==> config.mk <==
export PLATFORM = sky130hd
export DESIGN_NAME = gauss_kernel_sequencer
export DESIGN_NICKNAME = d
export VERILOG_FILES = /design/src/rtl/gauss_kernel_sequencer.sv
export SDC_FILE = /design/constraint.sdc
export NUM_CORES = 1
export LEC_CHECK = 0
export BUFFER_PORTS_ARGS = -buffer_cell sky130_fd_sc_hd__buf_2
export CAP_MARGIN = 10
export CELL_PAD_IN_SITES_DETAIL_PLACEMENT = 0
export CELL_PAD_IN_SITES_GLOBAL_PLACEMENT = 1
export CORE_ASPECT_RATIO = 1.1
export CORE_MARGIN = 3
export CORE_UTILIZATION = 40
export DETAILED_ROUTE_END_ITERATION = 12
export GPL_TIMING_DRIVEN = 0
export PLACE_DENSITY = 0.78
export SLEW_MARGIN = 20
export SYNTH_ARGS = -nofsm -noshare
export SYNTH_HDL_FRONTEND = slang
export SYNTH_SLANG_ARGS = --single-unit
==> constraint.sdc <==
create_clock -name clk -period 50.6 [get_ports clk]
set_clock_uncertainty 0.2 [all_clocks]
set_input_delay 5.06 -clock clk [delete_from_list [all_inputs] [get_ports clk]]
set_output_delay 5.06 -clock clk [all_outputs]
set_load 0.01 [all_outputs]
==> src/rtl/gauss_kernel_sequencer.sv <==
// Sequences InitKernel builds and double-buffers the kernel for convolution.
// Define SIGMA_CACHE_EN to skip rebuilding a kernel whose sigma is already active.
module gauss_kernel_sequencer #(
    parameter int SIZE        = 5,
    parameter int TIMEOUT_CYC = 64,
    parameter int CNT_W       = $clog2(TIMEOUT_CYC + 1)
) (
    input  logic                     clk,
    input  logic                     rst,
    input  logic                     cfg_valid,
    input  logic [2:0]               cfg_sigma,
    output logic                     cfg_ready,
    output logic                     init_start,
    output logic [2:0]               init_sigma,
    input  logic                     init_done,
    input  logic [SIZE*SIZE*8-1:0]   init_kernel,
    input  logic [63:0]              init_sum,
    input  logic                     conv_busy,
    output logic [SIZE*SIZE*8-1:0]   kernel,
    output logic [63:0]              kernel_sum,
    output logic [2:0]               kernel_sigma,
    output logic                     kernel_valid,
    output logic                     swap_pulse,
    output logic                     err_timeout,
    input  logic                     err_clr
);
    localparam int KW = SIZE * SIZE * 8;

    typedef enum logic [1:0] {IDLE, LAUNCH, WAIT_DONE, PEND_SWAP} state_t;

    state_t           state;
    state_t           state_nxt;
    logic [CNT_W-1:0] cnt;
    logic [2:0]       sigma_q;
    logic [2:0]       shadow_sigma;
    logic [KW-1:0]    shadow_kernel;
    logic [63:0]      shadow_sum;
    logic             accept;
    logic             hit;
    logic             capture;
    logic             timeout;
    logic             swap;

    assign accept     = (state == IDLE) && cfg_valid;
    assign init_sigma = sigma_q;

`ifdef SIGMA_CACHE_EN
    assign hit = kernel_valid && (cfg_sigma == kernel_sigma);
`else
    assign hit = 1'b0;
`endif

    always_ff @(posedge clk or posedge rst) begin
        if (rst) state <= IDLE;
        else     state <= state_nxt;
    end

    always_comb begin
        state_nxt  = state;
        cfg_ready  = 1'b0;
        init_start = 1'b0;
        capture    = 1'b0;
        timeout    = 1'b0;
        swap       = 1'b0;
        unique case (state)
            IDLE: begin
                cfg_ready = 1'b1;
                if (cfg_valid && !hit) state_nxt = LAUNCH;
            end
            LAUNCH: begin
                init_start = 1'b1;
                state_nxt  = WAIT_DONE;
            end
            WAIT_DONE: begin
                // done on the terminal-count cycle still counts as success
                if (init_done) begin
                    capture   = 1'b1;
                    state_nxt = PEND_SWAP;
                end else if (cnt == CNT_W'(TIMEOUT_CYC - 1)) begin
                    timeout   = 1'b1;
                    state_nxt = IDLE;
                end
            end
            PEND_SWAP: begin
                if (!conv_busy) begin
                    swap      = 1'b1;
                    state_nxt = IDLE;
                end
            end
        endcase
    end

    always_ff @(posedge clk or posedge rst) begin
        if (rst) begin
            cnt           <= '0;
            sigma_q       <= '0;
            shadow_sigma  <= '0;
            shadow_kernel <= '0;
            shadow_sum    <= '0;
            kernel        <= '0;
            kernel_sum    <= '0;
            kernel_sigma  <= '0;
            kernel_valid  <= 1'b0;
            swap_pulse    <= 1'b0;
            err_timeout   <= 1'b0;
        end else begin
            swap_pulse <= swap || (accept && hit);
            if (accept) sigma_q <= cfg_sigma;
            if (state == LAUNCH)         cnt <= '0;
            else if (state == WAIT_DONE) cnt <= cnt + CNT_W'(1);
            if (capture) begin
                shadow_kernel <= init_kernel;
                shadow_sum    <= init_sum;
                shadow_sigma  <= sigma_q;
            end
            if (swap) begin
                kernel       <= shadow_kernel;
                kernel_sum   <= shadow_sum;
                kernel_sigma <= shadow_sigma;
                kernel_valid <= 1'b1;
            end
            // a timeout outranks a same-cycle clear
            if (timeout)                  err_timeout <= 1'b1;
            else if (err_clr || accept)   err_timeout <= 1'b0;
        end
    end
endmodule

Word-level counts from Yosys, hierarchy flattened

Cells that the tools add are included.

Reduce and logical (&&, ||, !) cells: 6
Shift-type cells: 0
Eq/ne operators: 7
Muxes and demuxes: 18
$lt $le $gt $ge: 0
Add/sub/neg operators: 1
$mul: 0
Bitwise gates (word level): 0
Div/mod/pow operators: 0

Operators with widths:

| cell                                                            | number |
|---|---|
| 7-bit 2-to-1 mux                                                | 2 |
| 1-bit 2-to-1 mux                                                | 11 |
| 2-bit 2-to-1 mux                                                | 4 |
| 2-bit case mux with 4 select lines                              | 1 |
| 7-bit by 1-bit adder with 7-bit output, second input constant   | 1 |
| 7-bit by 6-bit == test with 1-bit output, second input constant | 1 |
| 2-bit == test, second input constant                            | 2 |
| 2-bit != test, second input constant                            | 2 |
| 2-bit nonzero test                                              | 2 |
| 3-bit != test, second input constant                            | 1 |
| 3-bit AND reduction                                             | 1 |
| 2-bit by 1-bit == test with 1-bit output, second input constant | 1 |
| 2-bit logical NOT                                               | 1 |
| 1-bit logical AND                                               | 1 |
| 1-bit logical OR                                                | 1 |

RAM bits: 0
Output and inout port bits: 275
Latch bits: 0
Memories kept: 0
Flip-flop bits (word level): 549
Bits in read-only memories: 0

Longest topological paths before layout

Gate-level depths: netlist (run 1).

Depth in word-level cells: 5
Gate-level depth with buffers: 6
Mapped depth without buffers: 5

Least setup slack after synthesis (run 1)

No wires, ideal clock.

Path kind: input port to flip-flop
From: input conv_busy
To: register kernel[0]
Arrival: 5894 ps
Setup time: 125 ps
Stages on the path: 5
Setup slack: 44381 ps
Path through: nor2b_4 > buf_6 > buf_8 > buf_8 > mux2_4

Word-level cells in the longest chain between the ends: 2

RTL lines:

| item                   | RTL line | text |
|---|---|---|
| start: declaration     | 18       | `input logic conv_busy,` |
| 1-bit 2-to-1 mux       | 85       | `if (!conv_busy) begin` |
| 1-bit 2-to-1 mux       | 65       | `unique case (state)` |
| end signal: assignment | 117      | `kernel <= shadow_kernel;` |
| end: declaration       | 19       | `output logic [SIZE*SIZE*8-1:0] kernel,` |

Every way passes these cells.
A chain may end at the register's enable or synchronous reset.

Worst setup path after layout (run 1)

From: register state[1]
To: output init_start

Word-level cells in the longest chain between the ends: 2

RTL lines:

| item                                     | RTL line | text |
|---|---|---|
| start: declaration                       | 31       | `state_t state;` |
| start signal: assignment                 | 55       | `else state <= state_nxt;` |
| 2-bit by 1-bit == test with 1-bit output | 65       |  |
| 1-bit 2-to-1 mux                         | 65       |  |
| end: declaration                         | 13       | `output logic init_start,` |

Every way passes these cells.

==> metrics list, run 1 <==
* GRT met2 Usage: 31.4%
- Net count of the finished layout: 2090
- Number of global-route vias before repair: about 13000
- Worst hold path depth: 1
- For met3 alone, demand over resource in global routing was 4.96%.
- After detailed placement, the total cell area comes to 25200 sq um.
* Final Routed Wirelength: 51.3 mm
* Starting utilization of the core area: about two fifths
- Tightest Hold Check Type: flop to flop
* Final period utilization: 13.7%
* Power Density: 66.5 nW/um^2
* Synthesis-stage register bit count: about 550
* Number of violations reported at the end of detailed-routing iteration 0: 553
- The worst pin sits at a relative slew slack of 62.0%.
- Number of core rows: between 80 and 90
- The mapped netlist covers around 21000 sq um.
* Worst Hold Endpoint: kernel_valid$_DFFE_PP0P_
- Detailed placement ended at an HPWL of 37.9 mm.
* Endpoint class of the critical path: output pin
* Most common library cell in the layout ignoring fill and taps: sky130_fd_sc_hd__buf_2
- Ports: 548
- The synthesized design contains 0 enable-type register cells.
* TritonCTS buffer count: 56
- Sequential area share after synthesis: approximately 64%
- After synthesis, the mean cell area works out to roughly 18 sq um.
* Transition time of the tightest slew-check pin: 570 ps
* Most frequent cells in the layout: sky130_fd_sc_hd__buf_2 (568), sky130_fd_sc_hd__dfrtp_1 (549), sky130_fd_sc_hd__mux2_2 (337)
* Cell variety after synth: 33
* Post-Layout Inst Area: roughly 27000 sq um
- Core area: 52700 sq um
* Area of the die: 56400 sq um
* Leftover overflow at the end of global routing: 0
* Wire length of the first global-routing pass: 78.9 mm
- The cell count after synthesis came out at 1201.
- Buffers added to address setup during post-CTS repair amount to 0.
* Area of combinational cells with multiple inputs: 7120 sq um
- Result of the run: complete, no violations
- Gates resized, CTS repair: 0
- Final hold violation count: 0
* Worst Path Max Fanout: 8
- Data required, critical path: ~45000 ps
- Across all register-to-register paths, the minimum setup slack is 48240 ps.
- Prior to clock tree synthesis, the placed netlist has a worst setup slack of 43340 ps.
* Number of antenna violations at the first check in global routing: 12
- The area growth from synthesis to layout is 26.0%.
- Hold Worst Slack: around 270 ps
* HP Start: kernel_valid$_DFFE_PP0P_
* Max-slew violation count: 0
- Final antenna-violating net count: 0
* CTS clk-pin slew, worst paths: 60 ps
* Clock Tree Buf Depth: 3
- Skew-Pair Late Insertion Delay: a little under 600 ps
* Chip Height: 249 microns
* Number of cells traversed by the worst register-to-register path: 6
- Vias: 12200
- Setup violations remaining at the end of the flow were counted as 0.
* Clock net sink count: 549
- After filler insertion, the fill cell instance count of the layout stands at approximately 4500.
- Ys Warns: 0
- Critical path startpoint category: flop
* Final Non-Filler Cells: around 2500
* Final worst-path setup slack: between 40000 and 50000 ps
* Max Clk Rate: around 140 MHz
- Unrepaired setup endpoints after global routing: no
- Crit path time final: 6930 ps
* Most crowded layer after global routing: met2
- In this run the critical register-to-register path is captured at shadow_kernel[25]$_DFFE_PP0P_.
* Clock tree from TritonCTS: yes
- Counting every net in the synthesized netlist gives 1480.
- Number of max-cap violations: 0
- In the synthesized netlist the async set-or-reset flop fraction comes to 100%.
* Peak VDD IR: 0.0382 mV
- Cells with a size suffix above 1 make up 66.9% of the layout.
- The die is 227 microns wide.
- Library cell used as clock root buffer: sky130_fd_sc_hd__clkbuf_16
- Pin count of the biggest net entering global routing: between 100 and 150
- After detailed routing, the average wire length per cell comes to ~20 microns.
* Routed vias/inst: 4.81
- Routability-driven placement finished with a final weighted congestion of 0.778.
- STA puts the critical path data arrival time at 1670 ps.
- Registers take 13700 sq um.
* Aggregate negative setup slack: 0 ps
* Startpoint of the worst setup timing path: state[1]$_DFFE_PP0P_
- Worst setup path category: flop to output pin
* Total global-route track usage: 17.9%
* Cell total after placement: 2428
- Grt met1 use: 21.0%
* Cts-stage hold buffer count: 0
- Input and output buffers added on the ports amount to 547.
- First drt pass iteration count: 4
- Summed over all cells, the static leakage comes to between 10 and 15 nW.
- Most used flip-flop cell after synthesis: sky130_fd_sc_hd__dfrtp_1
* H-Tree Level Count: 2
- DRC violation count after routing: 0
- Reg2Reg Launch Point: state[0]$_DFFE_PP0P_
cells in the mapped netlist, types with 6 or more instances:
| cell type | n | area share [%] |
|---|---|---|
| sky130_fd_sc_hd__buf_6 | 19 | 1.0 |
| sky130_fd_sc_hd__ha_1 | 6 | 0.35 |
| sky130_fd_sc_hd__nand2_1 | 8 | 0.14 |
| sky130_fd_sc_hd__mux2_2 | 337 | 18 |
| sky130_fd_sc_hd__buf_4 | 7 | 0.25 |
| sky130_fd_sc_hd__buf_8 | 12 | 0.84 |
| sky130_fd_sc_hd__dfrtp_1 | 549 | 64 |
| sky130_fd_sc_hd__buf_2 | 21 | 0.49 |
| sky130_fd_sc_hd__o21ai_0 | 6 | 0.14 |
| sky130_fd_sc_hd__inv_1 | 8 | 0.14 |
| sky130_fd_sc_hd__mux2_4 | 200 | 14 |
kinds of logic after synthesis:
| family | after synthesis | share of synthesized area, % |
|---|---|---|
| mux | 539 | 31.8 |
| flops | 549 | 64.1 |
| simple gates | 24 | 0.613 |
| compound gates | 15 | 0.461 |
| buf+inv | 68 | 2.73 |
| fa+ha+maj | 6 | 0.350 |
area by class of cell:
cell class | instances | area share (%)
antenna | 9 | 0.0834
buffer | 60 | 2.06
clock buffer | 75 | 5.79
clock inverter | 23 | 0.945
inverter | 8 | 0.139
multi-input combinational | 584 | 26.4
sequential | 549 | 50.9
tap | 675 | 3.13
timing repair buffer | 552 | 10.6
worst max-delay path, stage by stage, from the launching register on:
cell and delay (ps):
sky130_fd_sc_hd__dfrtp_1 420, sky130_fd_sc_hd__inv_1 130, sky130_fd_sc_hd__ha_1 320, sky130_fd_sc_hd__buf_2 210
sequential cells by signal (all words and copies together) (netlist names):
register       count
kernel           200
kernel_sum        64
err_timeout        1
shadow_sum        64
kernel_sigma       3
kernel_valid       1
shadow_kernel    200
swap_pulse         1
cnt                7
state              2
shadow_sigma       3
init_sigma         3
per-stage QoR:
stage          utilization (%)  power (W)
3_5_place_dp              47.7    0.00140
4_1_cts                   51.2    0.00182
2_1_floorplan                -    0.00117
5_1_grt                   51.2    0.00190
3_3_place_gp              47.5    0.00137
6_report                  51.2    0.00180
worst max path at each step:
stage          slack, ps  cells after the start                   endpoint
2_1_floorplan      29990                      1         cnt[0]$_DFFE_PP0P_
3_3_place_gp       24830                      2  shadow_sum[2]$_DFFE_PP0P_
3_5_place_dp       43340                      5  kernel_sum[2]$_DFFE_PP0P_
4_1_cts            43620                      3                 init_start
5_1_grt            43530                      3                 init_start
6_report           43670                      3                 init_start
routing by layer:
metal,wire length (microns),vias to the layer above
met5,46,-
li1,-,5468
met2,26700,309
met3,3400,83
met1,19900,6330
met4,1270,8
where the power goes:
group | internal [W] | switching [W] | leakage [nW]
Combinational | 0.000358 | 0.000250 | 5.60
Sequential | 0.000661 | 0.000117 | 6.62
Clock | 0.000241 | 0.000170 | 0.897
No activity file was read; power rests on OpenSTA's default activity.
==> run 2, diff against run 1 <==
Settings changed: ABC_AREA from default to 1, PLACE_DENSITY 0.78 to 0.82.
Clock period 50.6 ns to 7.3 ns, I/O delays scaled along.
==> run 2 against run 1 <==
Via count grew 21%. Utilization is 1.1 points higher. Sequential cell count unchanged. Synthesized cell count rose by 51%. Final cell count up 24%. Combinational power rose to 5.6 times the previous value. Non-clock buffer count increased by 44. Critical path depth unchanged. Critical endpoint is now cfg_ready.
==> metrics list, run 2 <==
- The final max-slew violation count was 0 (unchanged).
* Core area: 50600 sq um (-4.1%)
- Final period utilization: 34.1%
* Most common library cell in the layout ignoring fill and taps: sky130_fd_sc_hd__nand2_1
- Share of async-settable or async-resettable flops after synthesis: 100% (unchanged)
- The critical path in this run is classified as flop to output pin.
- The die extent in y is 244 microns (-1.8%).
- In the post-synthesis netlist, the biggest area contributors are sky130_fd_sc_hd__dfrtp_1 (67%), sky130_fd_sc_hd__nand2_1 (14%), sky130_fd_sc_hd__mux2_2 (13%), sky130_fd_sc_hd__buf_2 (1.5%), sky130_fd_sc_hd__o21ai_0 (0.78%).
- Most frequent cells in the layout: sky130_fd_sc_hd__nand2_1 (765), sky130_fd_sc_hd__buf_2 (610), sky130_fd_sc_hd__dfrtp_1 (549)
- The data arrival time of the critical path was 1560 ps (-110 ps).
- HP Start: init_kernel[170]
- The CTS sink count came to 549 (unchanged).
- Post-Syn Instances: 1811 (+51%)
* DRC violation count after routing: 0 (unchanged)
- The final wirelength is 55.3 mm (+7.7%).
- The worst hold path terminates at shadow_kernel[170]$_DFFE_PP0P_.
- Mean routed wirelength per cell: 17.5 microns (-13%)
- Max-slew headroom at the worst pin: 60.5% (-1.6 points)
- The number of buffers added on ports came to 547 (unchanged).
- The leakage component of the power came to 14.1 nW (+7.7%).
- The area of the mapped netlist is 20600 sq um (-3.7%).
- The number of synthesized flops with an enable pin came to 0 (unchanged).
- Dpl hpwl: 41.8 mm (+10%)
- The number of DRC markers in iteration 0 came to 759 (+37%).
- The total power density per cell area was 433 nW/um^2 (+550%).
- The die boundary width came to 223 microns (-1.8%).
- Number of global-route vias before repair: 15200 (+14%)
- The number of I/O pins came to 548 (unchanged).
- The number of optimization iterations in the first detailed-route pass was 5 (+1).
- Vias: 14700 (+21%)
- Number of core rows: 86 (-2.3%)
* Worst hold path depth: 2 (+1)
- The ratio of cells with drive above 1 in the final layout is 39.5% (-27 points).
* Data required, critical path: 6370 ps (-38970 ps)
* Area growth, synth to finish: 28.3%
* Number of cells traversed by the worst register-to-register path: 6 (unchanged)
- Wire length of the first global-routing pass: 86.0 mm (+9.0%)
* Max Clk Rate: 402 MHz
* Registers with the most flip-flops: kernel x200, shadow_kernel x200
- Starting utilization of the core area: 40.8% (+0.16 points)
- Area of the die: 54400 sq um (-3.6%)
- Routed vias/inst: 4.67 (-2.8%)
- Final hold violation count: 0 (unchanged)
- The number of warnings printed during yosys synthesis came to 0 (unchanged).
* Clock tree from TritonCTS: yes
- Unrepaired setup endpoints after global routing: no
- Number of antenna violations at the first check in global routing: 17 (+5)
- The biggest fanout along the worst timing path is 5 (-3).
- The final standard cell utilization of the core is 52.4% (+1.1 points).
* Tightest Hold Check Type: primary input to flop
- Post-CTS setup buffer count: 0 (unchanged)
* Area share of the largest cell type after synthesis: 66.5% (+2.5 points)
- Sequential area share after synthesis: 66.5% (+2.5 points)
* End of the worst register-to-register path: shadow_sum[34]$_DFFE_PP0P_
- Cell type with the largest total area after synthesis: sky130_fd_sc_hd__dfrtp_1
* Skew-Pair Late Insertion Delay: 590 ps (about the same)
- The unique cell type count in the Yosys netlist is 22 (-33%).
* Result of the run: complete, no violations
* Synthesis-stage register bit count: 549 (unchanged)
- Clock tree synthesis selected as its root buffer the cell sky130_fd_sc_hd__clkbuf_16.
- The number of gates resized after cts is 0 (unchanged).
- The residual overflow from global routing was 0 (unchanged).
- Crit path time final: 2490 ps
- Setup violators final: 0 (unchanged)
- The layout net count came to 2713 (+30%).
* H-Tree Level Count: 2 (unchanged)
- Number of max-cap violations: 0 (unchanged)
* Reg2Reg Launch Point: state[0]$_DFFE_PP0P_
- The mean post-synth cell area is 11.4 sq um (-36%).
- Worst reg-to-reg setup slack: 5080 ps (-43160 ps)
* Most used standard cell by instance count after synthesis: sky130_fd_sc_hd__nand2_1
* Transition time of the tightest slew-check pin: 593 ps (+23.3 ps)
- TritonCTS buffer count: 55 (-1.8%)
- The CTS clock-pin slew for the worst setup and hold paths is 60 ps (about the same).
* Critical path startpoint category: flop
- Peak VDD IR: 0.242 mV (+530%)
- Pin count of the biggest net entering global routing: 36 (-68%)
- The count of hold-fix buffers inserted at cts was 1 (+1).
* Final Wtd Congestion: 0.829 (+6.5%)
- The number of buffers on the longest clock path came to 3 (unchanged).
* Endpoint class of the critical path: output pin
- The all-layer global routing usage was 19.9% (+2.0 points).
- Counting instances in the post-synthesis netlist gives the leading cell types as sky130_fd_sc_hd__nand2_1 (765), sky130_fd_sc_hd__dfrtp_1 (549), sky130_fd_sc_hd__mux2_2 (241), sky130_fd_sc_hd__buf_2 (63), sky130_fd_sc_hd__inv_1 (41).
- Most used flip-flop cell after synthesis: sky130_fd_sc_hd__dfrtp_1
- The number of nets with antenna violations after detailed routing was 0 (unchanged).
- The worst hold-check slack was 166 ps (-106 ps).
- The number of nets produced by synthesis came to 2090 (+41%).
[run 2: cell count changes in the layout (fill, tap and decap cells not counted), moves of 29 or more]
| cell | delta |
|---|---|
| sky130_fd_sc_hd__nand2_1 | +757 |
| sky130_fd_sc_hd__inv_1 | +33 |
| sky130_fd_sc_hd__mux2_4 | -200 |
| sky130_fd_sc_hd__mux2_2 | -96 |
| sky130_fd_sc_hd__a21oi_1 | +29 |
| sky130_fd_sc_hd__nor2_1 | +38 |
| sky130_fd_sc_hd__buf_2 | +42 |
[run 2: through the flow]
stage               power [W]  instances  instance area, sq um  setup WS, ps  TNS (ps)
floorplan             0.00720       1811                 20600         -1100   -603830
global placement      0.00853       3018                 24200         -3890  -2105650
detailed placement    0.00869       3036                 24600          4700         0
CTS                    0.0116       3137                 26500          4780         0
global route           0.0122       3147                 26500          4630         0
finish                 0.0115       3149                 26500          4810         0
[run 2: report_power, final]
| part | switching [W] | internal (W) | total, W |
|---|---|---|---|
| sequential | 0.000724 | 0.00448 | 0.00520 |
| clock | 0.00116 | 0.00171 | 0.00287 |
| combinational | 0.00182 | 0.00157 | 0.00340 |
| total | 0.00371 | 0.00776 | 0.0115 |
[run 2: layout make-up]
| cell class | count | area (sq um) |
|---|---|---|
| Timing Repair Buffer | 566 | 3130 |
| Buffer | 90 | 526 |
| Antenna cell | 12 | 30.0 |
| Clock inverter | 18 | 225 |
| Tap cell | 660 | 826 |
| Inverter | 42 | 161 |
| Clock buffer | 82 | 1620 |
| Sequential cell | 549 | 13700 |
| Multi-Input combinational cell | 1130 | 6220 |
| Fill cell | 4535 | 24100 |
[run 2: critical path, stage by stage, from the launching register on]
cell,delay (ps)
sky130_fd_sc_hd__dfrtp_1,420
sky130_fd_sc_hd__inv_1,160
sky130_fd_sc_hd__ha_1,230
sky130_fd_sc_hd__buf_2,150
[run 2: metal layers]
layer | global-route usage, % | up-vias | routed length (microns)
li1 | - | 6998 | -
met1 | 24.0 | 7227 | 21800
met2 | 33.9 | 387 | 27900
met3 | 6.21 | 97 | 3880
met4 | 6.90 | 12 | 1600
met5 | 0 | - | 82
[run 2: how the worst max path moves through the flow]
stage | from | to | slack [ps] | cells past startpoint
floorplan | rst | cnt[0]$_DFFE_PP0P_ | -1100 | 1
global placement | rst | kernel[23]$_DFFE_PP0P_ | -3890 | 2
detailed placement | rst | kernel[23]$_DFFE_PP0P_ | 4700 | 7
CTS | state[1]$_DFFE_PP0P_ | cfg_ready | 4780 | 3
global route | rst | kernel[23]$_DFFE_PP0P_ | 4630 | 8
finish | state[1]$_DFFE_PP0P_ | cfg_ready | 4810 | 3
[run 2: cell families (layout without fill, tap and decap cells)]
| logic type | Yosys count | count (layout) | share of synthesized area (%) |
|---|---|---|---|
| adder cells (fa/ha/maj) | 6 | 6 | 0.364 |
| AO/OA/AOI/OAI | 65 | 65 | 1.59 |
| AND/OR/NAND/NOR | 817 | 817 | 15.0 |
| flip-flops | 549 | 549 | 66.5 |
| multiplexers | 242 | 242 | 13.2 |
| other | 0 | 12 | 0 |
| buffers and inverters | 132 | 798 | 3.31 |
==> run 3, diff against run 2 <==
Settings changed: ABC_AREA 1 to 0, PLACE_DENSITY 0.82 to 0.78.
Clock period 7.3 ns to 2.4 ns, I/O delays scaled along.
==> run 3 against run 2 <==
Combinational power rose to 4.0 times the previous value. Sequential power rose to 3.2 times the previous value. Critical path depth rose by 3. Global-route usage fell by 0.073 points. Worst hold slack improved by 42 ps. Cell area rose by 14%. Count of clock-buffer cells in the layout rose by 1. Critical endpoint is now state[0]$_DFFE_PP0P_. Highest routed layer unchanged.
==> metrics list, run 3 (synthesized netlist as in run 1, its figures left out) <==
- The run finished with clean final reports.
* Internal power contribution: 0.0272 W (+250%)
- The number of I/O pins came to 548 (unchanged).
- The total negative slack for setup checks came to 0 ps (unchanged).
* Number of violations reported at the end of detailed-routing iteration 0: 521 (-31%)
- H-Tree Level Count: 2 (unchanged)
* First drt pass iteration count: 4 (-1)
* Worst Path Max Fanout: 5 (unchanged)
- The final standard cell utilization of the core was 57.2% (+4.8 points).
* Final hold violation count: 0 (unchanged)
* Dpl hpwl: 39.6 mm (-5.3%)
* Power share of the clock group: 23.0% (-2.0 points)
- The ratio of cells with drive above 1 in the final layout came to 58.6% (+19 points).
- Endpoint class of the critical path: flop
- The library cell used most frequently in the layout, excluding fill and tap cells, is sky130_fd_sc_hd__buf_2.
* Relative contribution of sequential cells to total power: 42.4% (-3.0 points)
* DRC violation count after routing: 0 (unchanged)
* Mean routed wirelength per cell: 19.8 microns (+13%)
* Hold Worst Slack: 208 ps (+42.0 ps)
* Clock tree from TritonCTS: yes
* TritonCTS buffer count: 57 (+3.6%)
- Combinational power share: 34.6% (+5.0 points)
* CTS clk-pin slew, worst paths: 70 ps (about the same)
* Leakage: 14.5 nW (+2.3%)
- Switch share: 30.2% (-2.1 points)
- STA classifies the critical path startpoint as a flop.
- Destination of the critical timing path: state[0]$_DFFE_PP0P_
- The CTS sink count was 549 (unchanged).
- The top cell types in the final layout, fill and taps aside, are sky130_fd_sc_hd__buf_2 (561), sky130_fd_sc_hd__dfrtp_1 (549), sky130_fd_sc_hd__mux2_2 (337).
- The data arrival time of the critical path came to 2540 ps (+980 ps).
* Core area: 52700 sq um (+4.3%)
- The final max-slew violation count is 0 (unchanged).
- Setup repair after global routing could not meet its margin everywhere.
* Net count of the finished layout: 2385 (-12%)
- The routed design could run at a clock period as short as 2270 ps.
* Worst setup path category: flop to flop
- Wire length of the first global-routing pass: 88.5 mm (+2.9%)
- Final Routed Wirelength: 56.1 mm (+1.5%)
* Number of core rows: 88 (+2.3%)
- Pin count of the biggest net entering global routing: 38 (+5.6%)
- Registers with the most flip-flops: kernel x200, shadow_kernel x200
- The highest ir drop seen on vdd came to 0.764 mV (+220%).
* End of the worst register-to-register path: state[0]$_DFFE_PP0P_
* Routed vias/inst: 4.72 (+0.96%)
* Tightest Hold Check Type: primary input to flop
* Placement Setup Slack: 1.90 ps (-4700 ps)
- Cell area after placement: 25400 sq um (+3.3%)
* Vias: 13300 (-9.3%)
- The die extent in y came to 249 microns (+1.9%).
- The number of buffers on the longest clock path came to 3 (unchanged).
- The starting density of the core is 40.7% (-0.16 points).
* Area growth, synth to finish: 40.6%
- Startpoint of the worst setup timing path: cnt[0]$_DFFE_PP0P_
* Skew-Pair Late Insertion Delay: 600 ps (about the same)
- After layout, the worst path uses about 95% of the clock period.
- Library cell used as clock root buffer: sky130_fd_sc_hd__clkbuf_16
- Die X: 227 microns (+1.9%)
* Number of max-cap violations: 0 (unchanged)
* Area of the die: 56400 sq um (+3.8%)
- Max-slew headroom at the worst pin: 75.8% (+15 points)
* Port buffer count: 547 (unchanged)
* Setup violators final: 0 (unchanged)
- The worst-case reg-to-reg path depth came to 6 (unchanged).
- Total global-route track usage: 19.8% (-0.073 points)
- Final worst-path setup slack: 129 ps (-4680 ps)
- Worst reg-to-reg setup slack: 130 ps (-4950 ps)
- The number of global-route vias before repair was 15400 (+1.2%).
* Leftover overflow at the end of global routing: 0 (unchanged)
- The final standard cell area without fillers was 30200 sq um (+14%).
- Number of antenna violations at the first check in global routing: 3 (-14)
- Final Wtd Congestion: 0.792 (-4.5%)
- The endpoint required time on the critical path came to 2670 ps (-3700 ps).
* Transition time of the tightest slew-check pin: 363 ps (-230 ps)
* Switch Pwr: 0.0117 W (+220%)
* Reg2Reg Launch Point: cnt[0]$_DFFE_PP0P_
- The total power density per cell area was 1290 nW/um^2 (+200%).
* Final antenna-violating net count: 0 (unchanged)
- Max Clk Rate: 440 MHz
run 3: how the worst min path moves through the flow:
| stage | slack, ps | depth (start not counted) | from | end |
|---|---|---|---|---|
| after global routing | 180 | 3 | init_sum[57] | shadow_sum[57]$_DFFE_PP0P_ |
| after CTS | 160 | 3 | init_sum[35] | shadow_sum[35]$_DFFE_PP0P_ |
| after detailed placement | 60 | 2 | rst | kernel[148]$_DFFE_PP0P_ |
| final | 210 | 3 | init_kernel[100] | shadow_kernel[100]$_DFFE_PP0P_ |
| after global placement | 250 | 1 | kernel_valid$_DFFE_PP0P_ | kernel_valid$_DFFE_PP0P_ |
| after floorplan | 190 | 1 | init_kernel[115] | shadow_kernel[115]$_DFFE_PP0P_ |
run 3: worst max-delay path, cell delays in order, from the launching register on:
cell,delay [ps]
sky130_fd_sc_hd__dfrtp_1,380
sky130_fd_sc_hd__ha_1,190
sky130_fd_sc_hd__nand3_1,200
sky130_fd_sc_hd__o41ai_2,330
sky130_fd_sc_hd__nand2_1,100
sky130_fd_sc_hd__dlygate4sd3_1,600
sky130_fd_sc_hd__a2bb2oi_1,140
run 3: cell type report:
type | count | area (sq um)
antenna | 2 | 5.00
sequential | 549 | 13700
buffer | 60 | 573
fill | 4115 | 22600
timing repair buffer | 846 | 5920
tap | 675 | 845
clock inverter | 21 | 224
inverter | 8 | 33.8
multi-input combinational | 584 | 7130
clock buffer | 83 | 1690
run 3: routing by layer:
metal,vias up,global-route usage [%],part of all wire [%]
met4,2,7.53,4.0
met3,131,4.74,5.9
met2,381,34.8,51
met1,6792,23.4,39
li1,6041,-,-
met5,-,0,0.023
run 3: repair_timing:
| item | 4_1_cts | 5_1_grt |
|---|---|---|
| hold buffers | 278 | 0 |
| setup buffers | 0 | 3 |
| endpoints found under the hold margin | 460 | 0 |
| gates resized for setup | 1 | 7 |
| endpoints found under the setup margin | 4 | 129 |
run 3: per-stage QoR:
stage | std cells | power [W]
2_1_floorplan | 1201 | 0.0247
3_3_place_gp | 2423 | 0.0290
3_5_place_dp | 2441 | 0.0296
4_1_cts | 2823 | 0.0392
5_1_grt | 2828 | 0.0410
6_report | 2828 | 0.0389
run 3: power groups by stage:
stage / Combinational [W] / Sequential, W / Clock [W]
2_1_floorplan: 0.00759 / 0.0171 / 0
3_3_place_gp: 0.0127 / 0.0163 / 0
3_5_place_dp: 0.0131 / 0.0165 / 0
4_1_cts: 0.0136 / 0.0164 / 0.00919
5_1_grt: 0.0144 / 0.0170 / 0.00958
6_report: 0.0135 / 0.0165 / 0.00896
